`src/rtl/ae_pkg.sv`:
```
// +----------------------------------------------------------------------------+
// | ae_pkg                                                                     |
// | Activation Q-format constants, sign-extension helper and serializer FSM    |
// | states.                                                                    |
// | Revision: 1.0                                                              |
// +----------------------------------------------------------------------------+
`default_nettype none

package ae_pkg;

  localparam int ACT_W    = 8;
  localparam int ACT_FRAC = 7;
  localparam int DAT_W    = 16;

  typedef enum logic [0:0] {
    IDLE   = 1'b0,
    STREAM = 1'b1
  } state_t;

  // [1,7] -> [9,7]: same binary point, so only the sign bit is replicated
  function automatic logic [DAT_W-1:0] sext_act(input logic [ACT_W-1:0] a);
    return {{(DAT_W-ACT_W){a[ACT_W-1]}}, a};
  endfunction

endpackage

`default_nettype wire

```
`src/rtl/layer_serializer_if.sv`:
```
// +----------------------------------------------------------------------------+
// | layer_serializer_if                                                        |
// | Parallel activation capture and serial word stream between network layers.|
// | Revision: 1.0                                                              |
// +----------------------------------------------------------------------------+
`default_nettype none

interface layer_serializer_if #(
  parameter int NEURON_NUM = 96,
  parameter int IN_W       = 8,
  parameter int OUT_W      = 16
);

  logic [NEURON_NUM*IN_W-1:0] in_vec;
  logic                       in_valid;
  logic [OUT_W-1:0]           out_dat;
  logic                       out_valid;
  logic                       out_last;
  logic                       busy;
  logic                       ovf_err;

  modport master (
    output in_vec, in_valid,
    input  out_dat, out_valid, out_last, busy, ovf_err
  );

  modport slave (
    input  in_vec, in_valid,
    output out_dat, out_valid, out_last, busy, ovf_err
  );

endinterface

`default_nettype wire

```
`src/rtl/layer_serializer_vec_buf.sv`:
```
// +----------------------------------------------------------------------------+
// | vec_buf                                                                    |
// | NEURON_NUM x IN_W activation register bank with load and indexed read.    |
// | Revision: 1.0                                                              |
// +----------------------------------------------------------------------------+
`default_nettype none

module vec_buf #(
  parameter int NEURON_NUM = 96,
  parameter int IN_W       = 8,
  parameter int IDX_W      = 7
) (
  input  wire logic                       clk,
  input  wire logic                       rst_n,
  input  wire logic                       i_load,
  input  wire logic [NEURON_NUM*IN_W-1:0] i_vec,
  input  wire logic [IDX_W-1:0]           i_idx,
  output logic      [IN_W-1:0]            o_act
);

  logic [IN_W-1:0] r_mem [NEURON_NUM];

  always_ff @(posedge clk or negedge rst_n) begin
    if (!rst_n) begin
      for (int k = 0; k < NEURON_NUM; k++) r_mem[k] <= '0;
    end else if (i_load) begin
      for (int k = 0; k < NEURON_NUM; k++) r_mem[k] <= i_vec[k*IN_W +: IN_W];
    end
  end

  assign o_act = r_mem[i_idx];

endmodule

`default_nettype wire

```
`src/rtl/layer_serializer.sv`:
```
// +----------------------------------------------------------------------------+
// | layer_serializer                                                           |
// | Captures a parallel activation vector and re-emits it as a gap-free,       |
// | sign-extended word burst. LAYER_SER_PINGPONG_EN adds a second buffer.      |
// | Revision: 1.0                                                              |
// +----------------------------------------------------------------------------+
`default_nettype none

module layer_serializer
  import ae_pkg::*;
#(
  parameter int NEURON_NUM = 96,
  parameter int IN_W       = 8,
  parameter int OUT_W      = 16
) (
  input wire logic           clk,
  input wire logic           rst_n,
  layer_serializer_if.slave  io
);

  localparam int IDX_W = (NEURON_NUM > 1) ? $clog2(NEURON_NUM) : 1;
  localparam logic [IDX_W-1:0] c_last_idx = IDX_W'(NEURON_NUM - 1);
`ifdef LAYER_SER_PINGPONG_EN
  localparam int NBUF = 2;
`else
  localparam int NBUF = 1;
`endif

  state_t           r_state, w_state_nxt;
  logic [IDX_W-1:0] r_idx, w_idx_nxt, w_rd_idx;
  logic             r_valid, r_last, r_ovf;
  logic             w_valid_nxt, w_last_nxt, w_ovf_nxt;
  logic [OUT_W-1:0] r_dat, w_dat_ext;
  logic [IN_W-1:0]  w_act_nxt, w_act_in0;
  logic [IN_W-1:0]  w_act_buf [NBUF];
  logic [NBUF-1:0]  w_load;
`ifdef LAYER_SER_PINGPONG_EN
  logic             r_sel, w_sel_nxt, r_pend, w_pend_nxt;
`endif

  // Read address is one ahead so the registered output shows word idx
  assign w_rd_idx  = (r_idx == c_last_idx) ? '0 : r_idx + 1'b1;
  assign w_act_in0 = io.in_vec[IN_W-1:0];

  for (genvar b = 0; b < NBUF; b++) begin : g_buf
    vec_buf #(
      .NEURON_NUM (NEURON_NUM),
      .IN_W       (IN_W),
      .IDX_W      (IDX_W)
    ) u_buf (
      .clk    (clk),
      .rst_n  (rst_n),
      .i_load (w_load[b]),
      .i_vec  (io.in_vec),
      .i_idx  (w_rd_idx),
      .o_act  (w_act_buf[b])
    );
  end

  if (IN_W == ACT_W && OUT_W == DAT_W) begin : g_sext_pkg
    assign w_dat_ext = sext_act(w_act_nxt);
  end else begin : g_sext_gen
    assign w_dat_ext = OUT_W'($signed(w_act_nxt));
  end

  always_comb begin
    w_state_nxt = r_state;
    w_idx_nxt   = r_idx;
    w_valid_nxt = 1'b0;
    w_last_nxt  = 1'b0;
    w_ovf_nxt   = 1'b0;
    w_act_nxt   = w_act_in0;
    w_load      = '0;
`ifdef LAYER_SER_PINGPONG_EN
    w_sel_nxt   = r_sel;
    w_pend_nxt  = r_pend;
`endif
    unique case (r_state)
      IDLE: begin
        if (io.in_valid) begin
          w_state_nxt = STREAM;
          w_idx_nxt   = '0;
          w_valid_nxt = 1'b1;
`ifdef LAYER_SER_PINGPONG_EN
          w_load[r_sel] = 1'b1;
`else
          w_load[0] = 1'b1;
`endif
        end
      end
      STREAM: begin
        if (r_idx != c_last_idx) begin
          w_idx_nxt   = w_rd_idx;
          w_valid_nxt = 1'b1;
          w_last_nxt  = (w_rd_idx == c_last_idx);
`ifdef LAYER_SER_PINGPONG_EN
          w_act_nxt = w_act_buf[r_sel];
          if (io.in_valid) begin
            if (r_pend) begin
              w_ovf_nxt = 1'b1;
            end else begin
              w_load[~r_sel] = 1'b1;
              w_pend_nxt     = 1'b1;
            end
          end
`else
          w_act_nxt = w_act_buf[0];
          w_ovf_nxt = io.in_valid;
`endif
        end else begin
          w_idx_nxt = '0;
`ifdef LAYER_SER_PINGPONG_EN
          // Both buffers count as occupied until the last word has left
          if (r_pend) begin
            w_valid_nxt = 1'b1;
            w_sel_nxt   = ~r_sel;
            w_pend_nxt  = 1'b0;
            w_act_nxt   = w_act_buf[~r_sel];
            w_ovf_nxt   = io.in_valid;
          end else if (io.in_valid) begin
            w_valid_nxt   = 1'b1;
            w_load[r_sel] = 1'b1;
          end else begin
            w_state_nxt = IDLE;
          end
`else
          if (io.in_valid) begin
            w_valid_nxt = 1'b1;
            w_load[0]   = 1'b1;
          end else begin
            w_state_nxt = IDLE;
          end
`endif
        end
      end
      default: w_state_nxt = IDLE;
    endcase
  end

  always_ff @(posedge clk or negedge rst_n) begin
    if (!rst_n) begin
      r_state <= IDLE;
      r_idx   <= '0;
      r_valid <= 1'b0;
      r_last  <= 1'b0;
      r_ovf   <= 1'b0;
      r_dat   <= '0;
`ifdef LAYER_SER_PINGPONG_EN
      r_sel   <= 1'b0;
      r_pend  <= 1'b0;
`endif
    end else begin
      r_state <= w_state_nxt;
      r_idx   <= w_idx_nxt;
      r_valid <= w_valid_nxt;
      r_last  <= w_last_nxt;
      r_ovf   <= w_ovf_nxt;
      r_dat   <= w_valid_nxt ? w_dat_ext : '0;
`ifdef LAYER_SER_PINGPONG_EN
      r_sel   <= w_sel_nxt;
      r_pend  <= w_pend_nxt;
`endif
    end
  end

  assign io.out_dat   = r_dat;
  assign io.out_valid = r_valid;
  assign io.out_last  = r_last;
  assign io.ovf_err   = r_ovf;
  assign io.busy      = (r_state == STREAM);

endmodule

`default_nettype wire
```
`src/flat_wrapper.sv`:
```
// flat-port wrapper written by rule: the top's interface ports become plain ports
module layer_serializer_flat import ae_pkg::*;
#(
  parameter int NEURON_NUM = 96,
  parameter int IN_W       = 8,
  parameter int OUT_W      = 16
)
  (clk, rst_n, io_in_vec, io_in_valid, io_out_dat, io_out_valid, io_out_last, io_busy, io_ovf_err);
  layer_serializer_if #(.NEURON_NUM(NEURON_NUM), .IN_W(IN_W), .OUT_W(OUT_W)) io_i ();
  input wire logic clk;
  input wire logic rst_n;
  input wire logic [$bits(io_i.in_vec)-1:0] io_in_vec;
  input wire logic [$bits(io_i.in_valid)-1:0] io_in_valid;
  output wire logic [$bits(io_i.out_dat)-1:0] io_out_dat;
  output wire logic [$bits(io_i.out_valid)-1:0] io_out_valid;
  output wire logic [$bits(io_i.out_last)-1:0] io_out_last;
  output wire logic [$bits(io_i.busy)-1:0] io_busy;
  output wire logic [$bits(io_i.ovf_err)-1:0] io_ovf_err;
  assign io_i.in_vec = io_in_vec;
  assign io_i.in_valid = io_in_valid;
  assign io_out_dat = io_i.out_dat;
  assign io_out_valid = io_i.out_valid;
  assign io_out_last = io_i.out_last;
  assign io_busy = io_i.busy;
  assign io_ovf_err = io_i.ovf_err;
  layer_serializer #(.NEURON_NUM(NEURON_NUM), .IN_W(IN_W), .OUT_W(OUT_W)) u_core (.clk(clk), .rst_n(rst_n), .io(io_i));
endmodule
```
`config.mk`:
```
export PLATFORM = sky130hd
export DESIGN_NAME = layer_serializer_flat
export DESIGN_NICKNAME = d
export VERILOG_FILES = /design/src/rtl/ae_pkg.sv /design/src/rtl/layer_serializer_if.sv /design/src/rtl/layer_serializer_vec_buf.sv /design/src/rtl/layer_serializer.sv /design/src/flat_wrapper.sv
export SDC_FILE = /design/constraint.sdc
export NUM_CORES = 2
export LEC_CHECK = 0
export ABC_CLOCK_PERIOD_IN_PS = 4600
export CORE_ASPECT_RATIO = 0.6
export CORE_UTILIZATION = 45
export DETAILED_ROUTE_END_ITERATION = 7
export DONT_BUFFER_PORTS = 1
export GPL_TIMING_DRIVEN = 0
export PLACE_DENSITY = 0.71
export SYNTH_ARGS = -nofsm -noshare
export SYNTH_HDL_FRONTEND = slang
export SYNTH_SLANG_ARGS = --single-unit
```
`constraint.sdc`:
```
create_clock -name clk -period 4.6 [get_ports clk]
set_input_delay 0.46 -clock clk [delete_from_list [all_inputs] [get_ports clk]]
set_output_delay 0.46 -clock clk [all_outputs]
set_load 0.01 [all_outputs]
```
## Yosys cells after proc, flatten, opt, wreduce, memory -nomap -nowiden

Cells that the tools add are included.

- $add $sub $neg: 1
- Bitwise logic cells: 2
- Eq/ne operators: 4
- Order comparisons: 1
- Muxes and demuxes: 19

Operator list:

| kind | number |
|---|---|
| binary-select mux 8 bit (select 7 bit) | 1 |
| 2-to-1 mux 8 bit | 4 |
| 2-to-1 mux 7 bit | 3 |
| 2-to-1 mux 16 bit | 1 |
| equality test 7 bit, second input constant | 2 |
| one-hot mux 7 bit (2 select lines) | 1 |
| >= comparator 8 bit, second input constant | 1 |
| NOT 7 -> 8 bit | 1 |
| adder 7 x 1 -> 7 bit, second input constant | 1 |
| 2-to-1 mux 1 bit | 7 |
| != test 7 bit, second input constant | 1 |
| one-hot mux 1 bit (2 select lines) | 2 |
| != test 2 bit, second input constant | 1 |
| NOT 1 bit | 1 |

- Output and inout port bits: 20
- Register bits after elaboration: 794

## Longest topological paths before layout

- Depth in word-level cells: 9
- Depth in mapped cells: 13
- Gate-level depth less buffers: 9

## By module

From an unflattened synthesis, not the netlist that was laid out.

- Cells, all modules: 2,193
- Area total of the unflattened synthesis: 35,409.0 µm²

Modules (own cells, without submodules):

| module | area an instance (µm²) | instances | cells each | seq. area each (µm²) |
|---|---|---|---|---|
| vec_buf | 34,395.5 | 1 | 2,083 | 19,218.4 |
| layer_serializer | 1,013.5 | 1 | 110 | 450.4 |

## Least setup slack after synthesis

Ideal clock, no wire load.

- Path type: flip-flop to flip-flop
- Start point: register u_core.r_idx[1]
- End point: register u_core.r_dat[0] (netlist: u_core.io.out_dat[0])
- Data required time: 4,474 ps
- Data arrival time: 2,449 ps
- Period minus slack after synthesis: 2,575 ps
- Slack: 2,025 ps
- Buffers on the path: 3
- Cell stages (with the launch flop): 12
- Path through: dfrtp_1 -> ha_1 -> and4_4 -> a21oi_4 -> buf_6 -> buf_12 -> buf_2 -> mux2i_1 -> o32ai_1 -> nor4_1 -> nor3_1 -> o32a_1

- Cells in the longest elaborated chain, start to end: 9

Ends and longest elaborated chain:

| element | RTL line | RTL |
|---|---|---|
| start: declaration | layer_serializer.sv:30 | `logic [IDX_W-1:0] r_idx, w_idx_nxt, w_rd_idx;` |
| start signal: assignment | layer_serializer.sv:154 | `r_idx <= w_idx_nxt;` |
| adder 7 x 1 -> 7 bit or equality test 7 bit (tied branches) | layer_serializer.sv:42 | `assign w_rd_idx = (r_idx == c_last_idx) ? '0 : r_idx + 1'b1;` |
| 2-to-1 mux 7 bit | layer_serializer.sv:42 |  |
| NOT 7 -> 8 bit (not written as such) | layer_serializer_vec_buf.sv:31 | `assign o_act = r_mem[i_idx];` |
| binary-select mux 8 bit (select 7 bit) | layer_serializer_vec_buf.sv:31 |  |
| 2-to-1 mux 8 bit (not written as such) (2 in series) | layer_serializer_vec_buf.sv:31 |  |
| 2-to-1 mux 8 bit | layer_serializer.sv:92 | `if (r_idx != c_last_idx) begin` |
| 2-to-1 mux 8 bit | layer_serializer.sv:78 | `unique case (r_state)` |
| 2-to-1 mux 16 bit * | layer_serializer.sv:158 | `r_dat <= w_valid_nxt ? w_dat_ext : '0;` |
| end signal: assignment | layer_serializer.sv:158 |  |
| end: declaration | layer_serializer.sv:33 | `logic [OUT_W-1:0] r_dat, w_dat_ext;` |

Every way passes the cells marked *; elsewhere a longest branch is shown, timed or not. The select of a mux whose other input is x is not followed.
A chain may end at the register's enable or synchronous reset.

## Final worst setup path

- Start point: register u_core.r_idx[0]
- End point: register u_core.r_dat[0] (netlist: u_core.io.out_dat[0])

Same word-level chain as after synthesis.

==> results.toml <==
[status]
outcome = "finished, violations left"
violations = "DRC, hold timing, capacitance limit, slew limit, setup timing"

[die]
num_io_pins = 791
num_rows = 80
die_w_um = 369
initial_core_util = 0.456
core-area_mm2 = 0.0798
die_y_um = 222
die-area_mm2 = 0.0820

[logic_synthesis]
yosysSeqAreaShare = 0.540
synth_ff_type = "dfrtp_1"
syn_avg_cell_area_um2 = 8.29
synthArstFlopShare = 1.00
ys_ff_latch = 786
syn_inst = 4391
yosysWarnings = 0
synth_edf_count = 0
synth_cell_types = 67
syn_area_mm2 = 0.0364
synth_nets = 5164

[critical_path]
crit_path_end_kind = "flop"
crit_buf_inv = 6
rrSetupSlack_ps = -410
endpoint = "u_core.io.out_dat[0]"
cp_slowest_cell = "nor4_1"
crit_top_cell = "buf_2"
start_kind = "flop"
reg2reg_from = "u_core.r_idx[0]"
reg2regPathDepth = 12
worstPathMaxFanout = 10
worstReg2RegEnd = "u_core.io.out_dat[0]"
cp_top_family = "buffers and inverters"
cp.depth = 12
required_ps = 5190
startpoint = "u_core.r_idx[0]"
cp.arrival_ps = 5600
slowest_delay_ps = 1050
crit_chain = "buf_4, inv_1, ha_1, buf_6, buf_2, nand2_2, buf_2, clkbuf_4, o22ai_1, nor3_1, nor4_1, o32a_1"
worst-setup-path-type = "flop to flop"

[grt]
grt_first_pass_wirelength_um = 278000
grt_max_degree = 787
gr-total-overflow = 0
antenna_found_initial = 56
grt_util_all_layers = 0.486
grt_pass1_vias = 39107

[clocking]
cts_tree = "done"
cts-root-buf = "clkbuf_16"
cts_made_buffers = 77
clock-sinks = 786
clock_path_buffers = 3
clkTransAtPathRegs_ps = 70
htreeDepth = 3
postCtsHoldBufs = 767
insertion_delay_ps = 700

[sta]
finalHoldViolations = 149
worst_slew_pin_slew_ps = 6010
whs_ps = -494
clock_skew_ps = 34.9
setup_slack_ps = -410
fmax_mhz = 200
fin_crit_ps = 5010
relSlewSlack = -3.01
drv_slew = 702
fin_crit_sh = 1.09
setup_viol = 7

[cells_and_area]
final_cell_area_mm2 = 0.0483
final_common_cell = "nand2_1"
nets = 6012
drive_above_1_share = 0.0666
layout_common_cells = "2659 x nand2_1, 786 x dfrtp_1, 767 x dlygate4sd3_1, 137 x clkbuf_1, 118 x mux2i_1"
syn2layout_area_growth_pct = 32.8

[detailed_routing]
drt-total-wl_um = 203000
via_per_inst = 6.21
ant_nets = 0
drcViolationCount = 216
first_iter_violations = 6687
drt-wirelength-per-cell_um = 31.6
firstDrtPassIters = 8
route.vias.total = 39816

[pwr]
leakagePower_nw = 24.2
p_int_mw = 11.0
p_clk_frac = 0.472
vdd_drop_max_mv = 0.210
pwr-share-seq = 0.485
power_density_mw_per_mm2 = 295
power.switching_mw = 3.22
swShare = 0.226
combPwrFrac = 0.043

[placement]
gp_congestion = 0.977
place.detailed.hpwl_um = 133000
io_buffers = 0
placed_cell_area_mm2 = 0.0378

[worst_hold_path]
hold_class = "input pin to asynchronous set/reset pin"

[job]
cap_violations = 4
worst min path at each step:
stage                                             endpoint  slack, ps  cells past startpoint
after global routing      u_core.g_buf[0].u_buf.r_mem[601]       -490                      0
after detailed placement  u_core.g_buf[0].u_buf.r_mem[608]        210                      0
after global placement    u_core.g_buf[0].u_buf.r_mem[601]        210                      0
after floorplan             u_core.g_buf[0].u_buf.r_mem[0]        160                      0
final                     u_core.g_buf[0].u_buf.r_mem[601]       -490                      0
after CTS                 u_core.g_buf[0].u_buf.r_mem[630]       -510                      0
sequential cells by signal, indices dropped and copies added (netlist names):
name and cells:
u_core.io.out_dat 8, u_core.io.out_last 1, u_core.io.out_valid 1, u_core.g_buf.u_buf.r_mem 768, u_core.io.ovf_err 1, u_core.r_idx 7
cell usage after synthesis (4+ instances only):
library cell  instances  area [µm²]
nand2_1            2659        9980
dfrtp_1             786       19700
clkbuf_1            153         574
mux2i_1             118        1180
a21oi_1             111         556
buf_2                86         430
nand3_1              81         405
nor2_1               34         128
buf_4                32         240
mux4_2               30         676
nor4_1               30         188
o22ai_1              28         175
a31oi_1              22         138
o21ai_0              18        90.1
nor3_1               17        85.1
nand4_1              15        93.8
mux4_1               14         368
a32oi_1              13         114
buf_6                11         124
o221ai_1              8        70.1
o32ai_1               8        70.1
a211oi_1              7        52.6
a22o_1                7        61.3
buf_1                 7        26.3
xor2_1                6        52.6
a221oi_1              5        43.8
a41oi_1               5        43.8
buf_12                5         100
nand2b_1              5        31.3
and2_1                4        25.0
o2111ai_1             4        35.0
per-layer routing:
layer | part of all wire | vias up | track usage
met5 | 0.0023 | - | 0.0181
met4 | 0.081 | 40 | 0.304
met3 | 0.17 | 1268 | 0.291
met2 | 0.40 | 3831 | 0.666
met1 | 0.35 | 18899 | 0.573
li1 | - | 15778 | -
power groups by stage:
stage	Clock, mW	Combinational, mW	Sequential (mW)
4_1_cts	6.65	0.571	6.91
5_1_grt	6.95	0.618	6.91
3_5_place_dp	0	0.00790	7.04
3_3_place_gp	0	0.00791	7.04
2_1_floorplan	0	0.00789	7.04
6_report	6.73	0.609	6.91
what timing repair did:
action	in CTS	in global routing
setup endpoints to repair	7	107
hold endpoints to repair	1554	786
gates resized for setup	27	32
buffers inserted	0	0
kinds of logic (layout without fill, tap and decap cells):
| kind of cell | Yosys count | in the layout | synth area share |
|---|---|---|---|
| AO/OA/AOI/OAI | 276 | 276 | 0.0500 |
| XOR/XNOR | 9 | 9 | 0.00237 |
| adder cells (fa/ha/maj) | 2 | 2 | 0.000688 |
| buffers and inverters | 296 | 1203 | 0.0416 |
| flip-flops | 786 | 786 | 0.540 |
| multiplexers | 163 | 163 | 0.0614 |
| other | 0 | 48 | 0 |
| AND/OR/NAND/NOR | 2859 | 2859 | 0.303 |
cell type report:
class | instances | area (µm²)
tap | 1066 | 1330
buffer | 293 | 1570
clock buffer | 104 | 2200
multi-input combinational | 3309 | 15400
inverter | 1 | 3.75
fill | 6408 | 31400
timing repair buffer | 771 | 7710
sequential | 786 | 19700
antenna | 48 | 120
clock inverter | 34 | 353
through the flow:
| step | setup TNS (ps) | cells | util | power [mW] | worst slack, ps |
|---|---|---|---|---|---|
| 6_report | -1030 | 6412 | 0.606 | 14.3 | -410 |
| 5_1_grt | -65.4 | 6392 | 0.605 | 14.5 | -65.4 |
| 4_1_cts | 0 | 6366 | 0.603 | 14.1 | 4.39 |
| 3_5_place_dp | -5620 | 5461 | 0.474 | 7.05 | -1210 |
| 3_3_place_gp | -7270 | 5457 | 0.473 | 7.05 | -1500 |
| 2_1_floorplan | 0 | 4391 | - | 7.05 | 2020 |
No activity file was read; power rests on OpenSTA's default activity.
